[src/rtl/i2c_reg_ctrl.sv]
// Register-file controller layered on a byte-level I2C slave: pointer-then-data
// writes, auto-increment streaming reads, and a fabric host port sharing the registers.
module i2c_reg_ctrl #(
   parameter int ADDR_W = 4,
   parameter logic [(2**ADDR_W)-1:0] RO_MASK = '0
) (
   input  logic              clk,
   input  logic              rst_n,
   input  logic              i2c_addr_match_stb,
   input  logic              i2c_stop_stb,
   input  logic              i2c_error_stb,
   input  logic [7:0]        i2c_data_rd,
   input  logic              i2c_data_rd_valid_stb,
   input  logic              i2c_data_wr_finish_stb,
   output logic [7:0]        i2c_data_wr,
   output logic              i2c_addr_stall,
   output logic              i2c_data_rd_stall,
   output logic              i2c_data_wr_stall,
   input  logic              host_lock,
   input  logic              host_wr_en,
   input  logic [ADDR_W-1:0] host_addr,
   input  logic [7:0]        host_wdata,
   output logic [7:0]        host_rdata,
   output logic              host_wr_collision,
   output logic              reg_i2c_wr_stb,
   output logic [ADDR_W-1:0] reg_i2c_wr_addr,
   output logic [ADDR_W-1:0] ptr,
   output logic [7:0]        err_count
);

   localparam int NUM_REGS = 2**ADDR_W;

   typedef enum logic [1:0] {
      S_IDLE,
      S_PTR,
      S_DATA
   } state_t;

   state_t            state;
   state_t            next_state;
   logic [ADDR_W-1:0] ptr_next;
   logic              i2c_wr_en;
   logic              host_hit;
   logic [7:0]        regs [NUM_REGS];

   always_ff @(posedge clk or negedge rst_n) begin
      if (!rst_n) begin
         state <= S_IDLE;
         ptr   <= '0;
      end else begin
         state <= next_state;
         ptr   <= ptr_next;
      end
   end

   // Bus-level events (error, stop, address) override the byte-driven transition.
   always_comb begin
      next_state = state;
      ptr_next   = ptr;
      i2c_wr_en  = 1'b0;
      if (i2c_data_rd_valid_stb && (state == S_PTR)) begin
         ptr_next   = i2c_data_rd[ADDR_W-1:0];
         next_state = S_DATA;
      end else if (i2c_data_rd_valid_stb && (state == S_DATA)) begin
         i2c_wr_en = !RO_MASK[ptr];
         ptr_next  = ptr + ADDR_W'(1);
      end else if (i2c_data_wr_finish_stb) begin
         ptr_next = ptr + ADDR_W'(1);
      end
      if (i2c_error_stb || i2c_stop_stb) begin
         next_state = S_IDLE;
      end else if (i2c_addr_match_stb) begin
         next_state = S_PTR;
      end
   end

   assign host_hit = host_wr_en && i2c_wr_en && (host_addr == ptr);

   // The I2C write is placed last so it wins if both target one index.
   always_ff @(posedge clk or negedge rst_n) begin
      if (!rst_n) begin
         for (int i = 0; i < NUM_REGS; i++) begin
            regs[i] <= '0;
         end
      end else begin
         if (host_wr_en && !host_hit) begin
            regs[host_addr] <= host_wdata;
         end
         if (i2c_wr_en) begin
            regs[ptr] <= i2c_data_rd;
         end
      end
   end

   always_ff @(posedge clk or negedge rst_n) begin
      if (!rst_n) begin
         i2c_data_wr       <= '0;
         i2c_data_rd_stall <= 1'b0;
         i2c_data_wr_stall <= 1'b0;
         host_rdata        <= '0;
         host_wr_collision <= 1'b0;
         reg_i2c_wr_stb    <= 1'b0;
         reg_i2c_wr_addr   <= '0;
         err_count         <= '0;
      end else begin
         i2c_data_wr       <= regs[ptr];
         i2c_data_rd_stall <= i2c_data_rd_valid_stb;
         i2c_data_wr_stall <= i2c_data_wr_finish_stb;
         host_rdata        <= regs[host_addr];
         host_wr_collision <= host_hit;
         reg_i2c_wr_stb    <= i2c_wr_en;
         if (i2c_wr_en) begin
            reg_i2c_wr_addr <= ptr;
         end
         if (i2c_error_stb && (err_count != 8'hFF)) begin
            err_count <= err_count + 8'd1;
         end
      end
   end

   assign i2c_addr_stall = host_lock;

endmodule

[config.mk]
export PLATFORM = sky130hd
export DESIGN_NAME = i2c_reg_ctrl
export DESIGN_NICKNAME = d
export VERILOG_FILES = /design/src/rtl/i2c_reg_ctrl.sv
export SDC_FILE = /design/constraint.sdc
export NUM_CORES = 1
export LEC_CHECK = 0
export CORE_MARGIN = 3
export CORE_UTILIZATION = 30
export CTS_CLUSTER_SIZE = 30
export DETAILED_ROUTE_END_ITERATION = 6
export GPL_TIMING_DRIVEN = 0
export SYNTH_ARGS = -nofsm -noshare
export SYNTH_HDL_FRONTEND = slang
export SYNTH_SLANG_ARGS = --single-unit
[constraint.sdc]
create_clock -name clk -period 2.86 [get_ports clk]
set_input_delay 0.429 -clock clk [delete_from_list [all_inputs] [get_ports clk]]
set_output_delay 0.429 -clock clk [all_outputs]
set_load 0.02 [all_outputs]
==> run_summary.xml, run 1 <==
<?xml version="1.0" encoding="UTF-8"?>
<metrics>
  <group name="clock_network">
    <metric name="cts_tree" unit="">built</metric>
    <metric name="htree_num_levels" unit="">4</metric>
    <metric name="cts.clk_slew.worst_paths" unit="ns">0.07</metric>
    <metric name="root_buffer" unit="">sky130_fd_sc_hd__clkbuf_16</metric>
    <metric name="clock-sinks" unit="">166</metric>
    <metric name="worst_skew_pair.late_latency" unit="ns">0.45</metric>
    <metric name="cts_post_setup_buffers_inserted" unit="">0</metric>
    <metric name="total_cts_buffers" unit="">17</metric>
    <metric name="cts_buffer_depth" unit="">2</metric>
  </group>
  <group name="timing">
    <metric name="finalSetupViolCount" unit="">0</metric>
    <metric name="finalCriticalPeriod" unit="ns">2.68</metric>
    <metric name="fmax" unit="MHz">373</metric>
    <metric name="rsz0062_at_grt" unit="">false</metric>
    <metric name="finalWorstSetupSlack" unit="ns">0.182</metric>
    <metric name="worst_clock_skew" unit="ns">0.0130</metric>
    <metric name="max-slew-margin-rel" unit="%">42.4</metric>
    <metric name="final_max_slew_viol_count" unit="">0</metric>
    <metric name="hold_viol_final" unit="">0</metric>
    <metric name="worst-slew-pin-transition" unit="ns">0.864</metric>
    <metric name="fin_crit_sh" unit="%">93.6</metric>
  </group>
  <group name="outcome">
    <metric name="outcome" unit="">complete, no violations</metric>
  </group>
  <group name="yosys">
    <metric name="postSynthNetCount" unit="">1030</metric>
    <metric name="yosysWarnings" unit="">0</metric>
    <metric name="synth.ff_latch_count" unit="">166</metric>
    <metric name="synth.distinct_cells" unit="">38</metric>
    <metric name="synthesis.area" unit="sq um">10000</metric>
    <metric name="synth_cells" unit="">996</metric>
    <metric name="post_synth.cell_area_avg" unit="sq um">10.1</metric>
    <metric name="synth_seq_area_share" unit="%">41.3</metric>
  </group>
  <group name="placement">
    <metric name="dp.final_hpwl" unit="microns">27500</metric>
    <metric name="gpl.final_weighted_congestion" unit="">0.974</metric>
    <metric name="place_ws" unit="ns">0.0807</metric>
    <metric name="port-buffer-count" unit="">54</metric>
    <metric name="dpl_cell_area" unit="sq um">11200</metric>
  </group>
  <group name="drt">
    <metric name="routed_length_per_placed_instance" unit="microns">24.3</metric>
    <metric name="drcViolationCount" unit="">0</metric>
    <metric name="drt_antenna_net_count" unit="">0</metric>
    <metric name="viasPerCell" unit="">5.98</metric>
    <metric name="drt_first_pass_iters" unit="">6</metric>
    <metric name="route.top_layer_used" unit="">met5</metric>
    <metric name="detailroute.via_count" unit="">9114</metric>
    <metric name="met3WireLength" unit="microns">4030</metric>
    <metric name="routedLengthMet1" unit="microns">15000</metric>
    <metric name="met2_wirelength" unit="microns">16600</metric>
    <metric name="finalWirelength" unit="microns">37100</metric>
    <metric name="drt_first_iter_violations" unit="">1233</metric>
  </group>
  <group name="grt">
    <metric name="first_global_vias" unit="">8777</metric>
    <metric name="grt_max_degree" unit="">90</metric>
    <metric name="globalRouteTotalUtil" unit="%">20.6</metric>
    <metric name="global_route_wire_length_before_repair" unit="microns">55700</metric>
    <metric name="grt_remaining_overflow" unit="">0</metric>
    <metric name="initial_antenna_violation_count" unit="">3</metric>
  </group>
  <group name="cells_and_area">
    <metric name="most_common_library_cell_in_the_layout_ignoring_fill_and_taps" unit="">sky130_fd_sc_hd__dfrtp_1</metric>
    <metric name="layout.area.seq" unit="sq um">4150</metric>
    <metric name="layout.filler_cells" unit="">3314</metric>
    <metric name="antenna_cells" unit="">0</metric>
    <metric name="most-common-layout-cells" unit="">sky130_fd_sc_hd__dfrtp_1 (166), sky130_fd_sc_hd__nor2_1 (138), sky130_fd_sc_hd__or3_1 (128), sky130_fd_sc_hd__a31oi_1 (128), sky130_fd_sc_hd__o21ai_0 (112)</metric>
    <metric name="total_area_of_multi_input_combinational_cells" unit="sq um">5360</metric>
    <metric name="final_net_count" unit="">1104</metric>
    <metric name="design_area" unit="sq um">11800</metric>
    <metric name="fin_util" unit="%">35.9</metric>
    <metric name="post_route_cells_drive_above_1_share" unit="%">15.3</metric>
    <metric name="area_growth_syn_to_layout" unit="%">17.1</metric>
  </group>
  <group name="setup_path">
    <metric name="critical_path.reg2reg.startpoint" unit="">ptr[0]</metric>
    <metric name="path_class" unit="">reg2reg</metric>
    <metric name="worst_r2r_endpoint" unit="">regs[111]</metric>
    <metric name="worstSetupEndpointType" unit="">flop</metric>
    <metric name="critPathArrivalTime" unit="ns">3.05</metric>
    <metric name="cp.required" unit="ns">3.23</metric>
    <metric name="setup.worst_path.start_class" unit="">flop</metric>
    <metric name="timing.critical_path.fanout_max" unit="">10</metric>
    <metric name="worstRegToRegCells" unit="">8</metric>
    <metric name="setup.reg_to_reg.worst_slack" unit="ns">0.18</metric>
  </group>
  <group name="pwr">
    <metric name="cellPowerDensity" unit="nW/um^2">796</metric>
    <metric name="static-leakage-power" unit="uW">0.00449</metric>
    <metric name="totalPowerFinal" unit="uW">9360</metric>
    <metric name="vdd.ir_drop.worst" unit="uV">399</metric>
  </group>
  <group name="hold_path">
    <metric name="timing.hold.worst.class" unit="">in2reg</metric>
    <metric name="hold_depth" unit="">3</metric>
    <metric name="hold-path-endpoint" unit="">regs[23]</metric>
    <metric name="hold_start" unit="">i2c_data_rd[7]</metric>
  </group>
  <group name="die">
    <metric name="core.rowCount" unit="">66</metric>
    <metric name="die_width" unit="microns">189</metric>
    <metric name="initial_core_util" unit="%">30.6</metric>
    <metric name="chipHeight" unit="microns">189</metric>
    <metric name="core_region_area" unit="sq um">32800</metric>
    <metric name="pin_count" unit="">66</metric>
    <metric name="fp.dieArea" unit="sq um">35700</metric>
  </group>
  <group name="job">
    <metric name="maxCapViolations" unit="">0</metric>
  </group>
</metrics>
[cell usage after synthesis, drive strengths merged]
| library cell | n | share of area, % |
|---|---|---|
| inv | 4 | 0.15 |
| o2111ai | 1 | 0.087 |
| mux4 | 80 | 18 |
| nor3 | 5 | 0.25 |
| xnor2 | 2 | 0.17 |
| nor2b | 3 | 0.19 |
| nor2 | 138 | 5.2 |
| xor2 | 12 | 1.3 |
| buf | 49 | 3.1 |
| nand3 | 17 | 0.85 |
| and3b | 4 | 0.35 |
| nand3b | 4 | 0.30 |
| a21oi | 6 | 0.30 |
| nand4bb | 1 | 0.11 |
| a31oi | 128 | 8.0 |
| ha | 5 | 0.62 |
| nand4b | 1 | 0.087 |
| nand4 | 7 | 0.44 |
| o21ai | 131 | 6.5 |
| nor3b | 3 | 0.22 |
| and2 | 1 | 0.062 |
| mux2 | 4 | 0.45 |
| clkbuf | 54 | 2.0 |
| or3b | 2 | 0.17 |
| mux2i | 1 | 0.10 |
| and3 | 1 | 0.062 |
| or3 | 129 | 8.1 |
| nor4 | 4 | 0.37 |
| dfrtp | 166 | 41 |
| nand2 | 33 | 1.2 |
[repair_timing]
action	CTS	global route
hold buffers	1	0
endpoints found under the setup margin	0	9
hold endpoints to repair	5	0
resized for setup	0	2
[layout make-up]
type,instances,share of cell area [%]
multi-input combinational,723,45.6
sequential,166,35.3
timing repair buffer,56,4.95
tap,442,4.70
buffer,102,4.37
clock buffer,18,3.73
clock inverter,13,1.25
inverter,4,0.128
[worst max-delay path: stages, from the launching register on]
cell and delay (ns):
sky130_fd_sc_hd__dfrtp_1 0.42, sky130_fd_sc_hd__buf_4 0.26, sky130_fd_sc_hd__buf_2 0.37, sky130_fd_sc_hd__inv_1 0.15, sky130_fd_sc_hd__ha_1 0.36, sky130_fd_sc_hd__nand3_1 0.35, sky130_fd_sc_hd__clkbuf_1 0.44, sky130_fd_sc_hd__nor2_1 0.08
sky130_fd_sc_hd__a31oi_1 0.16
[cell families (layout without fill, tap and decap cells)]
group           after synthesis  after routing  synth area share [%]
compound gates              266            266                  14.9
simple gates                353            353                  17.9
mux                          85             85                  18.5
xor+xnor                     14             14                  1.44
flops                       166            166                  41.3
buf+inv                     107            193                  5.29
fa+ha+maj                     5              5                 0.623
[worst max-delay path by stage]
stage | startpoint | to
finish | ptr[0] | regs[111]
global route | ptr[0] | regs[110]
CTS | ptr[1] | regs[125]
detailed placement | i2c_data_rd_valid_stb | regs[125]
global placement | rst_n | err_count[7]
floorplan | ptr[0] | i2c_data_wr[0]
[through the flow]
step	setup TNS (ns)	hold slack, ns	cells
floorplan	0	0.133	996
global placement	-948.11	0.490	1492
detailed placement	0	0.453	1493
CTS	0	0.462	1525
global route	0	0.474	1524
finish	0	0.474	1524
[routing by layer]
layer / global-route usage [%] / up-vias
met2: 31.6 / 574
met5: 0 / -
met4: 7.88 / 6
met1: 28.4 / 4542
li1: - / 3898
met3: 4.94 / 94
[state kept, by name, indices dropped and copies added, names as in the netlist]
signal and flops:
i2c_data_wr 8, i2c_data_wr_stall 1, state 2, i2c_data_rd_stall 1, reg_i2c_wr_stb 1, err_count 8
ptr 4, host_rdata 8, regs 128, reg_i2c_wr_addr 4, host_wr_collision 1
[report_power, final]
| part | switching (uW) | leakage (uW) | internal, uW | total, uW |
|---|---|---|---|---|
| clock | 1050 | 0.000293 | 1320 | 2370 |
| combinational | 1890 | 0.00209 | 1690 | 3580 |
| sequential | 481 | 0.00210 | 2930 | 3410 |
Note: power is estimated with default switching activity, not from simulation.
==> run 2: changes to the inputs <==
--- a/config.mk
+++ b/config.mk
@@ -5,6 +5,7 @@
 export SDC_FILE = /design/constraint.sdc
 export NUM_CORES = 1
 export LEC_CHECK = 0
+export CAP_MARGIN = 20
 export CORE_MARGIN = 3
 export CORE_UTILIZATION = 30
 export CTS_CLUSTER_SIZE = 30
==> results of run 2 <==
No change in the layout: final DEF, timing and power equal those of run 1.
==> run 3: changes to the inputs <==
--- a/config.mk
+++ b/config.mk
@@ -6,7 +6,6 @@
 export NUM_CORES = 1
 export LEC_CHECK = 0
 export CAP_MARGIN = 20
-export CORE_MARGIN = 3
 export CORE_UTILIZATION = 30
 export CTS_CLUSTER_SIZE = 30
 export DETAILED_ROUTE_END_ITERATION = 6
==> run_summary.xml, run 3 (synthesis results as in run 1) <==
<?xml version="1.0" encoding="UTF-8"?>
<metrics>
  <group name="pwr">
    <metric name="vdd.ir_drop.worst" unit="uV">344</metric>
    <metric name="seqPwrFrac" unit="%">36.8</metric>
    <metric name="cellPowerDensity" unit="nW/um^2">795</metric>
    <metric name="power.switching" unit="uW">3440</metric>
    <metric name="netSwitchingFraction" unit="%">36.7</metric>
    <metric name="static-leakage-power" unit="uW">0.00448</metric>
    <metric name="clock_power_share" unit="%">25.6</metric>
    <metric name="p_int" unit="uW">5920</metric>
    <metric name="combinationalPowerShare" unit="%">37.7</metric>
  </group>
  <group name="timing">
    <metric name="fmax" unit="MHz">368</metric>
    <metric name="finalSetupViolCount" unit="">0</metric>
    <metric name="max-slew-margin-rel" unit="%">30.2</metric>
    <metric name="worst_hold_slack" unit="ns">0.456</metric>
    <metric name="rsz0062_at_grt" unit="">false</metric>
    <metric name="hold_viol_final" unit="">0</metric>
    <metric name="fin_crit_sh" unit="%">95.1</metric>
    <metric name="worst-slew-pin-transition" unit="ns">1.05</metric>
    <metric name="final_max_slew_viol_count" unit="">0</metric>
    <metric name="finalCriticalPeriod" unit="ns">2.72</metric>
    <metric name="worst_clock_skew" unit="ns">0.00974</metric>
    <metric name="fin_tns_setup" unit="ns">0</metric>
  </group>
  <group name="setup_path">
    <metric name="worstSetupEndpointType" unit="">flop</metric>
    <metric name="cp.required" unit="ns">3.22</metric>
    <metric name="launching_instance_or_port_of_the_critical_path" unit="">ptr[1]</metric>
    <metric name="critical_path.reg2reg.startpoint" unit="">ptr[1]</metric>
    <metric name="path_class" unit="">reg2reg</metric>
    <metric name="worstRegToRegCells" unit="">7</metric>
    <metric name="setup.worst_path.start_class" unit="">flop</metric>
    <metric name="critPathArrivalTime" unit="ns">3.08</metric>
    <metric name="timing.critical_path.fanout_max" unit="">19</metric>
  </group>
  <group name="clock_network">
    <metric name="clock-sinks" unit="">166</metric>
    <metric name="root_buffer" unit="">sky130_fd_sc_hd__clkbuf_16</metric>
    <metric name="cts_post_setup_buffers_inserted" unit="">0</metric>
    <metric name="total_cts_buffers" unit="">17</metric>
    <metric name="htree_num_levels" unit="">4</metric>
    <metric name="worst_skew_pair.late_latency" unit="ns">0.45</metric>
    <metric name="cts_tree" unit="">built</metric>
    <metric name="postCtsResizedCells" unit="">0</metric>
    <metric name="cts.clk_slew.worst_paths" unit="ns">0.07</metric>
    <metric name="cts_buffer_depth" unit="">2</metric>
  </group>
  <group name="hold_path">
    <metric name="timing.hold.worst.class" unit="">in2reg</metric>
    <metric name="hold_depth" unit="">3</metric>
    <metric name="hold_start" unit="">i2c_data_rd[7]</metric>
  </group>
  <group name="grt">
    <metric name="global_route_wire_length_before_repair" unit="microns">56100</metric>
    <metric name="first_global_vias" unit="">8884</metric>
    <metric name="grt_remaining_overflow" unit="">0</metric>
    <metric name="globalRouteTotalUtil" unit="%">22.5</metric>
    <metric name="grt_max_degree" unit="">94</metric>
    <metric name="initial_antenna_violation_count" unit="">0</metric>
  </group>
  <group name="die">
    <metric name="initial_core_util" unit="%">30.6</metric>
    <metric name="core_region_area" unit="sq um">32800</metric>
    <metric name="chipHeight" unit="microns">185</metric>
    <metric name="core.rowCount" unit="">66</metric>
    <metric name="die_width" unit="microns">185</metric>
    <metric name="pin_count" unit="">66</metric>
    <metric name="fp.dieArea" unit="sq um">34200</metric>
  </group>
  <group name="drt">
    <metric name="drt_first_pass_iters" unit="">7</metric>
    <metric name="drt_antenna_net_count" unit="">0</metric>
    <metric name="drcViolationCount" unit="">0</metric>
    <metric name="routed_length_per_placed_instance" unit="microns">24.6</metric>
    <metric name="viasPerCell" unit="">6.04</metric>
    <metric name="drt_first_iter_violations" unit="">1510</metric>
    <metric name="detailroute.via_count" unit="">9214</metric>
    <metric name="finalWirelength" unit="microns">37500</metric>
  </group>
  <group name="cells_and_area">
    <metric name="final_net_count" unit="">1104</metric>
    <metric name="flip_flop_count_of_the_largest_register_after_layout" unit="">128</metric>
    <metric name="most_common_library_cell_in_the_layout_ignoring_fill_and_taps" unit="">sky130_fd_sc_hd__dfrtp_1</metric>
    <metric name="register_containing_the_most_flip_flops_in_the_final_layout" unit="">regs</metric>
    <metric name="most-common-layout-cells" unit="">sky130_fd_sc_hd__dfrtp_1 (166), sky130_fd_sc_hd__nor2_1 (138), sky130_fd_sc_hd__or3_1 (128), sky130_fd_sc_hd__a31oi_1 (128), sky130_fd_sc_hd__o21ai_0 (112)</metric>
    <metric name="antenna_cells" unit="">0</metric>
    <metric name="fin_util" unit="%">35.9</metric>
    <metric name="post_route_cells_drive_above_1_share" unit="%">15.3</metric>
    <metric name="area_growth_syn_to_layout" unit="%">17.2</metric>
  </group>
  <group name="placement">
    <metric name="gpl.final_weighted_congestion" unit="">1.01</metric>
    <metric name="port-buffer-count" unit="">54</metric>
    <metric name="dp.final_hpwl" unit="microns">27300</metric>
  </group>
  <group name="job">
    <metric name="maxCapViolations" unit="">0</metric>
  </group>
  <group name="outcome">
    <metric name="outcome" unit="">complete, no violations</metric>
  </group>
</metrics>
-- run 3: cell count changes in the layout (fill, tap and decap cells not counted), sizes merged --
cell      delta
clkbuf       -1
clkinv       -2
clkinvlp     +4
-- run 3: repair_timing --
item / in CTS / in global routing
hold buffers: 1 / 0
setup endpoints to repair: 0 / 19
endpoints found under the hold margin: 73 / 0
-- run 3: area by class of cell --
type	instances	area (sq um)
inverter	4	15.0
buffer	102	513
fill	3258	21000
sequential	166	4150
clock buffer	17	425
clock inverter	15	170
tap	442	553
multi-input combinational	723	5360
timing repair buffer	56	583
-- run 3: path summary, 6_finish.rpt --
path / to / slack [ns]
worst max-delay path: regs[119] / 0.14
worst min-delay path: regs[15] / 0.46
worst max register to register: regs[119] / 0.14
worst min register to register: err_count[6] / 0.50
max in group asynchronous: regs[35] / 1.37
min in group asynchronous: regs[114] / 0.56
-- run 3: metal layers --
| layer | vias up | GRT usage [%] | share of wire, % |
|---|---|---|---|
| met1 | 4587 | 30.8 | 40 |
| li1 | 3897 | - | - |
| met3 | 112 | 4.76 | 11 |
| met4 | 0 | 12.1 | 5.2 |
| met2 | 618 | 33.3 | 44 |
| met5 | - | 0 | 0 |
-- run 3: power by group through the flow --
| stage | registers, uW | clock network (uW) | logic (uW) |
|---|---|---|---|
| after floorplan | 3460 | 0 | 2050 |
| after global placement | 3430 | 0 | 3430 |
| after detailed placement | 3450 | 0 | 3470 |
| after CTS | 3410 | 2400 | 3470 |
| after global routing | 3490 | 2520 | 3690 |
| final | 3440 | 2390 | 3520 |
-- run 3: critical path, cell delays in order (launching register included) --
cell                       delay (ns)
sky130_fd_sc_hd__dfrtp_1         0.40
sky130_fd_sc_hd__buf_4           0.34
sky130_fd_sc_hd__xor2_2          0.16
sky130_fd_sc_hd__nor4_2          0.59
sky130_fd_sc_hd__buf_6           0.24
sky130_fd_sc_hd__clkbuf_1        0.53
sky130_fd_sc_hd__o21ai_0         0.19
sky130_fd_sc_hd__a31oi_1         0.19
-- run 3: stage by stage --
step	instance area, sq um	setup slack [ns]	cells	total power (uW)
after CTS	11800	0.0686	1526	9280
final	11800	0.139	1525	9360
after global routing	11800	0.00425	1525	9700
after detailed placement	11200	-0.137	1493	6920
after global placement	11100	-5.79	1492	6860
after floorplan	10000	0.733	996	5520
